[config.mk]
export PLATFORM = sky130hd
export DESIGN_NAME = reset_sync_gen
export DESIGN_NICKNAME = d
export VERILOG_FILES = /design/src/rtl/reset_sync_gen.sv
export SDC_FILE = /design/constraint.sdc
export NUM_CORES = 1
export LEC_CHECK = 0
export ABC_AREA = 1
export ABC_CLOCK_PERIOD_IN_PS = 1600
export BUFFER_PORTS_ARGS = -buffer_cell sky130_fd_sc_hd__buf_2
export CAP_MARGIN = 0
export CORE_MARGIN = 3
export CORE_UTILIZATION = 50
export CTS_CLUSTER_DIAMETER = 30
export CTS_CLUSTER_SIZE = 28
export DETAILED_ROUTE_END_ITERATION = 10
export GPL_TIMING_DRIVEN = 1
export PLACE_DENSITY = 0.73
export RECOVER_POWER = 25
export SYNTH_ARGS = -nofsm -noshare
export SYNTH_HDL_FRONTEND = slang
export SYNTH_SLANG_ARGS = --single-unit
[constraint.sdc]
create_clock -name clk -period 1.6 [get_ports clk]
set_input_delay 0.08 -clock clk [delete_from_list [all_inputs] [get_ports clk]]
set_output_delay 0.08 -clock clk [all_outputs]
set_load 0.05 [all_outputs]
[src/rtl/reset_sync_gen.sv]
// Reset generator: asynchronous assert, clk-synchronous deassert after a synchronizer and a stretch counter.
// Optional software reset handshake is compiled in when ASYNC_RESET_SW_REQ_EN is defined.
`timescale 1ns/1ps
module reset_sync_gen #(
    parameter int SYNC_STAGES    = 3,
    parameter int STRETCH_CYCLES = 16,
    parameter int CNT_W          = 8
) (
    input  logic clk,
    input  logic rst,
    output logic rst_out,
    output logic rst_done
`ifdef ASYNC_RESET_SW_REQ_EN
    ,
    input  logic sw_rst_req,
    output logic sw_rst_ack
`endif
);

    localparam logic [CNT_W-1:0] STRETCH_LAST =
        CNT_W'((STRETCH_CYCLES > 0) ? STRETCH_CYCLES - 1 : 0);

    generate
        if (SYNC_STAGES < 2 || SYNC_STAGES > 8) begin : g_bad_sync
            $error("reset_sync_gen: SYNC_STAGES must be in 2..8");
        end
        if (STRETCH_CYCLES < 0 || STRETCH_CYCLES > 255 ||
            STRETCH_CYCLES >= (1 << CNT_W)) begin : g_bad_stretch
            $error("reset_sync_gen: STRETCH_CYCLES out of range for CNT_W");
        end
    endgenerate

`ifdef ASYNC_RESET_SW_REQ_EN
    localparam int               HOLD_CYCLES = (STRETCH_CYCLES > 0) ? STRETCH_CYCLES : 1;
    localparam logic [CNT_W-1:0] HOLD_LAST   = CNT_W'(HOLD_CYCLES - 1);

    typedef enum logic [2:0] {
        ST_SYNC    = 3'd0,
        ST_STRETCH = 3'd1,
        ST_RUN     = 3'd2,
        ST_SW_HOLD = 3'd3,
        ST_SW_ACK  = 3'd4
    } state_t;

    logic r_sw_ack;
`else
    typedef enum logic [1:0] {
        ST_SYNC    = 2'd0,
        ST_STRETCH = 2'd1,
        ST_RUN     = 2'd2
    } state_t;
`endif

    state_t                 r_state;
    logic [SYNC_STAGES-1:0] r_sync;
    logic [CNT_W-1:0]       r_cnt;
    logic                   r_rst_out;
    logic                   r_rst_done;

    // The chain flop about to become full (index SYNC_STAGES-2) triggers the
    // transition, so the last stage and the state change land on the same edge.
    always_ff @(posedge clk or posedge rst) begin
        if (rst) begin
            r_state    <= ST_SYNC;
            r_sync     <= '0;
            r_cnt      <= '0;
            r_rst_out  <= 1'b1;
            r_rst_done <= 1'b0;
`ifdef ASYNC_RESET_SW_REQ_EN
            r_sw_ack   <= 1'b0;
`endif
        end else begin
            r_rst_done <= 1'b0;
            case (r_state)
                ST_SYNC: begin
                    r_sync <= {r_sync[SYNC_STAGES-2:0], 1'b1};
                    if (r_sync[SYNC_STAGES-2]) begin
                        if (STRETCH_CYCLES == 0) begin
                            r_state    <= ST_RUN;
                            r_rst_out  <= 1'b0;
                            r_rst_done <= 1'b1;
                        end else begin
                            r_state <= ST_STRETCH;
                        end
                    end
                end
                ST_STRETCH: begin
                    if (r_sync[SYNC_STAGES-1]) begin
                        if (r_cnt == STRETCH_LAST) begin
                            r_cnt      <= '0;
                            r_state    <= ST_RUN;
                            r_rst_out  <= 1'b0;
                            r_rst_done <= 1'b1;
                        end else begin
                            r_cnt <= r_cnt + 1'b1;
                        end
                    end
                end
                ST_RUN: begin
`ifdef ASYNC_RESET_SW_REQ_EN
                    if (sw_rst_req) begin
                        r_state   <= ST_SW_HOLD;
                        r_rst_out <= 1'b1;
                        r_cnt     <= '0;
                    end
`endif
                end
`ifdef ASYNC_RESET_SW_REQ_EN
                // Hold runs to completion even if the request drops meanwhile.
                ST_SW_HOLD: begin
                    if (r_cnt == HOLD_LAST) begin
                        r_cnt      <= '0;
                        r_state    <= ST_SW_ACK;
                        r_rst_out  <= 1'b0;
                        r_sw_ack   <= 1'b1;
                        r_rst_done <= 1'b1;
                    end else begin
                        r_cnt <= r_cnt + 1'b1;
                    end
                end
                ST_SW_ACK: begin
                    if (!sw_rst_req) begin
                        r_state  <= ST_RUN;
                        r_sw_ack <= 1'b0;
                    end
                end
`endif
                default: begin
                    r_state   <= ST_SYNC;
                    r_rst_out <= 1'b1;
                end
            endcase
        end
    end

    assign rst_out  = r_rst_out;
    assign rst_done = r_rst_done;
`ifdef ASYNC_RESET_SW_REQ_EN
    assign sw_rst_ack = r_sw_ack;
`endif

endmodule
# Word level (Yosys, flattened, before mapping)
# Cells that the tools add are included.
# Widths: inputs -> output; s select.
dict set report word_totals {
  reg_bits 15
  out_inout_bits 2
}
dict set report op_classes {
  muxes 11
  n_bitwise 2
  eq_ne 6
  n_reduce_logical 5
  add_sub_neg 1
}
# operator count
set ops {}
lappend ops {{$add 8x1->8 const B} 1}
lappend ops {{$eq 8x4->1 const B} 1}
lappend ops {{$mux 8} 1}
lappend ops {{$mux 2} 3}
lappend ops {{$ne 2x2->1 const B} 3}
lappend ops {{$pmux 2 s3} 1}
lappend ops {{$mux 1} 5}
lappend ops {{$reduce_and 4->1} 1}
lappend ops {{$reduce_and 3->1} 1}
lappend ops {{$eq 2x1->1 const B} 1}
lappend ops {{$eq 2x2->1 const B} 1}
lappend ops {{$logic_not 2->1} 1}
lappend ops {{$not 1->1} 2}
lappend ops {{$pmux 1 s2} 1}
lappend ops {{$reduce_and 2->1} 1}
lappend ops {{$reduce_or 2->1} 1}

# Depth between registers and ports, before layout
# Gate-level depths: netlist of the first run.
dict set report logic_depth {
  depth_word 4
  ltp_mapped 8
}

# Least setup slack after synthesis of the first run
# Ideal clock, no wire load.
dict set report synth_path {
  kind {register to register}
  start {reg r_cnt[0]}
  end {reg r_cnt[4]}
  setup_slack_ps 451
  n_path_buf 0
  path_stages_with_launch 8
  period_less_slack_ps 1149
  required_time_ps 1482
  arrival_ps 1031
  cell_sequence {dfrtp_1 ha_1 nand3_1 inv_1 nand2_4 clkinv_2 nor2_1 nor2_1}
}
dict set report synth_via {
  elab_chain_len 2
  word_cells_on_any_way 3
}
# item line_no
set synth_rtl {}
lappend synth_rtl {{start: declaration} 56} ;# logic [CNT_W-1:0] r_cnt;
lappend synth_rtl {{start signal: assignment} 95} ;# r_cnt <= r_cnt + 1'b1;
lappend synth_rtl {{$add 8x1->8 / $eq 8x4->1 (equally long branches)} {95, 89}}
lappend synth_rtl {{$mux 8 (*)} 89} ;# if (r_cnt == STRETCH_LAST) begin
# Every way passes the cells marked *; elsewhere a longest branch is shown, timed or not.
# A chain may end at the register's enable or synchronous reset.

# Worst setup path after layout of the first run
# Ends and elaborated chain as after synthesis.

==> results of run 1 <==
==> cell type report <==
class	instances	area (um2)	share of cell area (%)
tap	15	18.77	2.308
clock inverter	1	5.005	0.6154
multi-input combinational	58	312.8	38.46
sequential	15	376.6	46.31
clock buffer	3	22.52	2.769
inverter	13	52.55	6.462
timing repair buffer	4	25.02	3.077
==> sequential cells by signal, summed over array words and instances, names as in the netlist <==
name,count
r_state,2
rst_done,1
r_cnt,8
rst_out,1
r_sync,3
==> report_power, final <==
| part | switching (uW) | internal (uW) | total (uW) | leakage (uW) |
|---|---|---|---|---|
| Sequential | 0 | 379 | 379 | 0.000185 |
| Combinational | 7.36 | 2.58 | 9.93 | 0.000232 |
| Clock | 118 | 92.6 | 211 | 0.0000177 |
==> stage by stage <==
stage                     cells  util (%)  hold WS [ns]  total power [uW]
after detailed placement    104     57.46        0.1607             395.2
after floorplan              86         -      -0.01924             392.0
after CTS                   109     60.24        0.3943             610.5
final                       109     60.24        0.3826             599.4
after global routing        109     60.24        0.4248             623.9
after global placement      104     57.46        0.1511             394.9
==> critical path, stage by stage, from the launching register on <==
cell and delay, ns:
dfrtp_1 0.42, ha_1 0.22, nand3_1 0.12, inv_1 0.08
nand2_4 0.10, clkinv_2 0.06, nor2_1 0.08, nor2_1 0.05
==> synth_stat cells, drive strengths merged <==
cell    number
a21oi        1
clkinv       1
dfrtp       14
dfstp        1
ha           1
inv         12
mux2         1
nand2       27
nand3        6
nand4        1
nor2        10
o21a         1
o21ai        3
o21bai       3
o22ai        1
or2          1
xnor2        2
==> metal layers <==
layer  global-route usage [%]  vias to the layer above  part of all wire [%]
li1                         -                      285                     -
met1                    23.39                      261                    50
met2                    24.93                        6                    47
met3                    4.878                        2                   2.4
met4                    9.036                        0                  0.91
met5                        0                        -                     0
==> worst min-delay path by stage <==
| stage | start | endpoint | cells past startpoint |
|---|---|---|---|
| floorplan | rst | r_cnt[0] | 1 |
| global placement | rst | r_sync[0] | 2 |
| detailed placement | rst | r_cnt[6] | 2 |
| CTS | rst | r_cnt[6] | 3 |
| global route | rst | r_cnt[6] | 3 |
| finish | rst | r_cnt[5] | 3 |
==> kinds of logic after synthesis <==
logic type | count (synthesis) | synth area share (%)
AOI/OAI and AO/OA | 9 | 8.093
xor gates and xnor gates | 2 | 2.361
and+or+nand+nor | 45 | 28.50
DFF | 15 | 50.76
buffers and inverters | 13 | 7.083
adders and majority gates | 1 | 1.686
muxes | 1 | 1.518
==> placed cells by master, fill, tap and decap left out, types with 2 or more instances in the layout <==
cell type  instances
clkinv_2           2
nand3_1            5
o21ai_0            3
clkbuf_4           3
dfrtp_1           14
xnor2_1            2
nor2_1             8
buf_2              3
o21bai_1           2
nand2_1           26
inv_1             11
==> what timing repair did <==
action	in CTS	in global routing
hold endpoints to repair	14	0
buffers inserted	0	0
hold buffers	1	0
setup endpoints to repair	0	0
==> qor.csv, run 1 <==
stage,metric,value,unit
status,status,completed,
yosys,cell accounting for the most synthesized area,dfrtp_1,
route,via count,554,
yosys,part of the Yosys area used for sequential elements,50.76,%
finish,Fillers,112,
clock_network,Sink Count,15,
floorplan,core area,1350,um2
setup_path,Worst Setup Start Kind,register,
clock_network,Resized Gates After CTS,0,
clock_network,clock root buffer,clkbuf_4,
route,post-route ant nets,0,
finish,post-route cell area,813.3,um2
timing,RSZ-0062 raised after global routing,no,
timing,clk_skew,0.003612,ns
yosys,largest cells by area after synthesis,"dfrtp_1, nand2_1, inv_1, nor2_1, dfstp_2",
yosys,top cell type's share of synthesized area,47.22,%
floorplan,Die H,44.52,um
hold_path,HP Class,in2async,
global_routing,Total Routing Usage GR,17.30,%
setup_path,CP Capture Type,register,
global_routing,largest net degree at the start of global routing,16,
placement,Detailed Place HPWL,1.013,mm
finish,layout cells sized above 1,18.09,%
timing,Slew headroom,63.38,%
global_routing,initial antenna violation count,0,
placement,total placed instance area,775.7,um2
clock_network,total clock buffers created by CTS,3,
floorplan,Die X,44.52,um
yosys,syn avg cell area,8.627,um2
setup_path,FF-to-FF Start,r_cnt[0],
timing,Tmin final,1.242,ns
global_routing,first-pass GRT wire length,2.428,mm
placement,Place WS,0.3772,ns
finish,Area Overhead vs Synth,9.612,%
timing,Fin Setup TNS,0,ns
finish,ant diodes,0,
timing,# setup viols final,0,
setup_path,crit path kind,reg2reg,
route,drt wl/cell,12.04,um
yosys,Netlist Area Pre-Place,742.0,um2
yosys,Yosys warnings,0,
yosys,Mapped Nets,89,
route,drt total wl,1.312,mm
floorplan,Die Area,1982,um2
setup_path,R2R depth,7,
setup_path,reg2reg end,r_cnt[4],
route,Initial DRC Count,5,
clock_network,number of H-tree levels,1,
clock_network,CTS tree,done,
route,Post-route DRC,0,
setup_path,Worst Path Max Fanout,5,
setup_path,Worst EP required,1.77,ns
timing,Final Slew Violations,0,
setup_path,worst reg-to-reg setup slack,0.36,ns
floorplan,FP Rows,13,
yosys,synthesized flop and latch total,15,
pwr,Peak VDD IR,0.4307,mV
timing,Worst-Margin Slew,0.5487,ns
yosys,synth unique cells,23,
clock_network,clk slew on worst S/H paths,0.09,ns
route,DR pass1 iterations,4,
timing,period utilization,77.63,%
finish,final net count,98,
global_routing,grt total ovfl,0,
placement,GPL Wtd Cong,0.7974,
route,via density per instance,5.083,
floorplan,Initial Util,54.96,%
placement,Port Buffers,3,
floorplan,Ports,4,
yosys,Synth Instances,86,
pwr,pwr/cell area,737.0,nW/um2
timing,Fmax,805.1,MHz
clock_network,Max Root-Sink Buffers,2,
flow_run,Max-Cap Viols,0,
setup_path,critical path arrival,1.41,ns
pwr,P_leak,0.0004347,uW
setup_path,Critical Path Sink,r_cnt[4],
setup_path,CP startpoint,r_cnt[0],
global_routing,vias in the first global route,565,
timing,Setup WS post-layout,0.3578,ns
timing,final hold vios,0,
clock_network,Clock Latency Late Sink,0.28,ns
Power figures use the tool's default switching activity.
==> run 2, diff against run 1 <==
ABC_CLOCK_PERIOD_IN_PS = 1120   (was 1600)
PLACE_DENSITY = 0.76   (was 0.73)
clock period = 1.12 ns   (was 1.6 ns; I/O delays follow)
==> run 2 against run 1 <==
Net effect: the flow now finishes with violations (setup timing); setup slack worse by 0.39 ns; global-route usage fell by 0.90 points; wire length up 14%; cell count is 11% higher; non-clock buffer count grew 12; sequential power grew 43%; count of clock-buffer cells in the layout unchanged; core utilization increased by 12 points; critical path depth rose by 1; sequential share of layout area shrank 7.4 points; final area grew 20%; combinational power grew 45%; critical endpoint is now r_cnt[6]; highest routed layer unchanged.
==> qor.csv, run 2 (same netlist as run 1, synthesis figures left out) <==
stage,metric,value,unit
pwr,power share of the sequential group,63.0,%
timing,Setup WS post-layout,-0.03042,ns
timing,final hold vios,0,
global_routing,first-pass GRT wire length,2.277,mm
finish,max reg flops,8,
route,drt wl/cell,12.40,um
floorplan,Ports,4,
finish,Top reg by flops,r_cnt,
setup_path,worst reg-to-reg setup slack,-0.03,ns
clock_network,Max Root-Sink Buffers,2,
setup_path,Worst Setup Start Kind,register,
clock_network,Clock Latency Late Sink,0.28,ns
pwr,Net Sw Power,180.9,uW
floorplan,core area,1350,um2
setup_path,R2R depth,8,
setup_path,Critical Path Sink,r_cnt[6],
pwr,P_leak,0.0004796,uW
clock_network,number of H-tree levels,1,
global_routing,grt total ovfl,0,
timing,Tmin final,1.150,ns
flow_run,Max-Cap Viols,0,
pwr,Peak VDD IR,0.6397,mV
clock_network,clock root buffer,clkbuf_4,
pwr,pwr/cell area,881.9,nW/um2
hold_path,HP Class,in2async,
setup_path,Worst EP required,1.31,ns
timing,period utilization,102.7,%
route,Initial DRC Count,14,
route,Post-route DRC,0,
finish,final net count,110,
status,failing checks,setup timing,
route,Max Used Layer,met4,
setup_path,crit path kind,reg2reg,
clock_network,CTS tree,done,
timing,Final Slew Violations,0,
placement,Detailed Place HPWL,1.042,mm
finish,layout cells sized above 1,42.45,%
finish,Top Registers,"r_cnt (8), r_sync (3), r_state (2)",
setup_path,FF-to-FF Start,r_cnt[0],
timing,RSZ-0062 raised after global routing,yes,
floorplan,Die X,44.52,um
global_routing,largest net degree at the start of global routing,16,
setup_path,critical path arrival,1.34,ns
route,post-route ant nets,0,
finish,Area Overhead vs Synth,31.20,%
finish,ant diodes,0,
setup_path,CP Capture Type,register,
floorplan,FP Rows,13,
setup_path,Worst Path Max Fanout,5,
clock_network,Sink Count,15,
route,via density per instance,4.843,
route,met3 WL,26,um
pwr,clock group share of total power,35.3,%
finish,Fillers,104,
status,status,"complete, but fails checks",
timing,clk_skew,0.004400,ns
timing,Worst-Margin Slew,0.5545,ns
placement,GPL Wtd Cong,0.8457,
finish,most frequent cells in the layout,"nand2_1, buf_4, dfrtp_1",
global_routing,initial antenna violation count,0,
clock_network,clk slew on worst S/H paths,0.09,ns
timing,Fin Setup TNS,-0.03747,ns
pwr,Pint,677.6,uW
floorplan,Initial Util,54.96,%
global_routing,vias in the first global route,563,
timing,Fmax,869.2,MHz
pwr,Sw Ratio,21.07,%
setup_path,reg2reg end,r_cnt[6],
setup_path,CP startpoint,r_cnt[0],
route,via count,586,
route,drt total wl,1.501,mm
route,met2 WL,816,um
floorplan,Die H,44.52,um
placement,Place WS,-0.02299,ns
finish,"commonest non-fill, non-tap cell in the layout",nand2_1,
pwr,combinational share of power,1.7,%
placement,Port Buffers,3,
timing,Slew headroom,62.99,%
floorplan,Die Area,1982,um2
route,WL met1,635,um
route,DR pass1 iterations,2,
timing,# setup viols final,2,
global_routing,Total Routing Usage GR,16.40,%
clock_network,total clock buffers created by CTS,3,
-- run 2: cell type report --
| type | count | area, um2 | area share [%] |
|---|---|---|---|
| clock buffers | 3 | 22.52 | 2.314 |
| clock inverters | 1 | 5.005 | 0.5141 |
| inverters | 13 | 53.80 | 5.527 |
| multi-input cells | 58 | 372.9 | 38.30 |
| flip-flops and latches | 15 | 379.1 | 38.95 |
| well taps | 15 | 18.77 | 1.928 |
| repair buffers | 16 | 121.4 | 12.47 |
-- run 2: what timing repair did --
action / CTS / global route
endpoints found under the setup margin: 5 / 9
resized for setup: 5 / 15
pin swaps: 2 / 6
hold endpoints to repair: 14 / 0
hold buffers: 1 / 0
setup buffers: 0 / 2
-- run 2: critical path, cell delays in order, from the launching register on --
cell     delay, ns
dfrtp_1       0.41
ha_4          0.17
nand3_4       0.09
inv_2         0.08
nand2_4       0.08
inv_4         0.06
nand3_2       0.07
nand2_2       0.08
inv_2         0.03
-- run 2: worst min-delay path by stage --
stage | startpoint | end | slack [ns] | cells after the start
after floorplan | rst | r_cnt[0] | -0.04 | 1
after global placement | rst | r_cnt[3] | 0.12 | 2
after detailed placement | rst | r_cnt[3] | 0.13 | 2
after CTS | rst | r_cnt[3] | 0.37 | 3
after global routing | rst | r_cnt[6] | 0.39 | 3
final | rst | r_cnt[6] | 0.37 | 3
-- run 2: stage by stage --
stage / util, % / instance area (um2) / power [uW] / hold slack [ns] / cells
3_3_place_gp: 63.58 / 858.3 / 563.8 / 0.1191 / 114
3_5_place_dp: 63.58 / 858.3 / 564.3 / 0.1307 / 114
2_1_floorplan: - / 749.5 / 560.0 / -0.04324 / 86
5_1_grt: 72.10 / 973.4 / 887.9 / 0.3939 / 121
4_1_cts: 66.91 / 903.4 / 869.6 / 0.3703 / 119
6_report: 72.10 / 973.4 / 858.5 / 0.3652 / 121
-- run 2: layer usage --
metal / global-route usage (%) / vias to the layer above
met1: 19.34 / 269
met4: 10.84 / 0
met3: 2.439 / 4
met2: 27.22 / 4
li1: - / 309
met5: 0 / -
-- run 2: power groups by stage --
stage | sequential [uW] | clock, uW | combinational [uW]
floorplan | 552 | 0 | 8.16
global placement | 552 | 0 | 12.0
detailed placement | 552 | 0 | 12.5
CTS | 541 | 313 | 15.2
global route | 541 | 330 | 16.2
finish | 541 | 303 | 14.4
==> run 3, diff against run 2 <==
ABC_CLOCK_PERIOD_IN_PS = 1100   (was 1120)
CORE_MARGIN = 2   (was 3)
PLACE_DENSITY = 0.73   (was 0.76)
clock period = 1.1 ns   (was 1.12 ns; I/O delays follow)
==> run 3 against run 2 <==
Net effect: the flow still finishes with violations (setup timing); core utilization grew 1.5 points; sequential power rose by 2%; non-clock buffer count grew 3; worst hold slack improved by 0.0062 ns; cell count grew 2.5%; first-iteration DRC count is 43% lower; clock skew down 0.0030 ns; via count up 6.3%; fmax down 0.11%; clock power rose by 5%; die area shrank 8.8%; setup slack got worse by 0.021 ns; critical endpoint is now r_cnt[4]; largest power group unchanged.
==> qor.csv, run 3 (same netlist as run 1, synthesis figures left out) <==
stage,metric,value,unit
route,post-route ant nets,0,
timing,hold slack,0.3714,ns
setup_path,CP Capture Type,register,
timing,RSZ-0062 raised after global routing,yes,
route,via density per instance,5.024,
global_routing,first-pass GRT wire length,2.270,mm
clock_network,number of H-tree levels,1,
pwr,Peak VDD IR,0.7446,mV
placement,GPL Wtd Cong,0.7727,
finish,Area Overhead vs Synth,33.90,%
placement,Port Buffers,3,
global_routing,initial antenna violation count,0,
finish,layout cells sized above 1,44.95,%
finish,post-route cell area,993.5,um2
floorplan,Die H,42.52,um
route,Post-route DRC,0,
clock_network,CTS tree,done,
placement,Place WS,-0.09314,ns
route,via count,623,
timing,Tmin final,1.152,ns
global_routing,grt total ovfl,0,
finish,Top reg by flops,r_cnt,
route,DR pass1 iterations,4,
timing,clk_skew,0.001404,ns
setup_path,critical path arrival,1.33,ns
clock_network,total clock buffers created by CTS,3,
route,drt wl/cell,12.45,um
finish,final net count,113,
status,failing checks,setup timing,
finish,"commonest non-fill, non-tap cell in the layout",nand2_1,
status,status,"complete, but fails checks",
floorplan,core area,1350,um2
setup_path,Worst EP required,1.28,ns
floorplan,Die X,42.52,um
finish,most frequent cells in the layout,"nand2_1, buf_4, dfrtp_1",
clock_network,clk slew on worst S/H paths,0.09,ns
finish,Top Registers,"r_cnt (8), r_sync (3), r_state (2)",
timing,Fmax,868.3,MHz
timing,Setup WS post-layout,-0.05169,ns
setup_path,Worst Path Max Fanout,5,
global_routing,largest net degree at the start of global routing,16,
timing,final hold vios,0,
finish,ant diodes,0,
finish,Non-Filler Instances,124,
flow_run,Max-Cap Viols,0,
clock_network,Sink Count,15,
timing,# setup viols final,3,
pwr,pwr/cell area,891.9,nW/um2
timing,period utilization,104.7,%
floorplan,Ports,4,
global_routing,vias in the first global route,554,
setup_path,crit path kind,reg2reg,
clock_network,Max Root-Sink Buffers,2,
route,Initial DRC Count,8,
finish,max reg flops,8,
placement,Detailed Place HPWL,990.2,um
hold_path,HP Class,in2async,
route,drt total wl,1.544,mm
floorplan,Initial Util,54.96,%
timing,Slew headroom,75.63,%
pwr,P_leak,0.0005043,uW
global_routing,Total Routing Usage GR,17.01,%
setup_path,Worst Setup Start Kind,register,
timing,Worst-Margin Slew,0.3656,ns
floorplan,FP Rows,13,
clock_network,clock root buffer,clkbuf_4,
placement,total placed instance area,858.3,um2
timing,Fin Setup TNS,-0.09823,ns
placement,placed insts,114,
timing,Final Slew Violations,0,
clock_network,Clock Latency Late Sink,0.29,ns
floorplan,Die Area,1808,um2
-- run 3: changes by cell type in the layout (fill, tap and decap cells not counted), sizes merged --
cell    previous run  this run
clkbuf             3         4
buf               15        17
-- run 3: per-stage QoR --
step	total power [uW]	util (%)
final	886.1	73.59
after global routing	925.9	73.59
after CTS	885.3	67.10
after detailed placement	577.5	63.58
after global placement	577.3	63.58
after floorplan	570.2	-
-- run 3: critical path, stage by stage, from the launching register on --
cell	delay, ns
dfrtp_1	0.40
ha_4	0.17
nand3_4	0.08
inv_4	0.07
nand2_4	0.07
a21oi_1	0.17
nor2_1	0.07
-- run 3: timing repair --
item	4_1_cts	5_1_grt
gates resized for setup	2	21
buffers inserted	1	4
endpoints found under the setup margin	6	10
pin swaps	3	8
hold buffers	1	0
hold endpoints to repair	15	0
cloned	0	0
-- run 3: where the power goes --
group | internal (uW) | leakage, uW | switching [uW]
registers | 551 | 0.000183 | 0
logic | 5.01 | 0.000303 | 11.5
clock network | 135 | 0.0000177 | 183
total | 691 | 0.000504 | 195
-- run 3: worst paths after layout --
check / startpoint / to / slack [ns] / cells past startpoint
setup / recovery: r_cnt[0] / r_cnt[4] / -0.05 / 6
hold / removal: rst / r_cnt[5] / 0.37 / 4
setup reg to reg: r_cnt[0] / r_cnt[4] / -0.05 / 6
hold reg to reg: rst_out / rst_out / 0.47 / 2
max in group asynchronous: rst / rst_out / 0.42 / 4
min in group clk: rst_out / rst_out / 0.47 / 2
-- run 3: layout make-up --
cell class	instances	area [um2]
Clock buffer	3	22.52
Clock inverter	1	5.005
Fill cell	91	356.6
Inverter	13	56.30
Multi-Input combinational cell	58	367.9
Sequential cell	15	377.9
Tap cell	15	18.77
Timing Repair Buffer	19	145.1
-- run 3: routing by layer --
| layer | track usage [%] | part of all wire, % | up-vias |
|---|---|---|---|
| li1 | - | - | 315 |
| met1 | 23.63 | 48 | 294 |
| met2 | 24.31 | 48 | 7 |
| met3 | 2.586 | 1.7 | 7 |
| met4 | 11.25 | 2.3 | 0 |
| met5 | 0 | 0 | - |
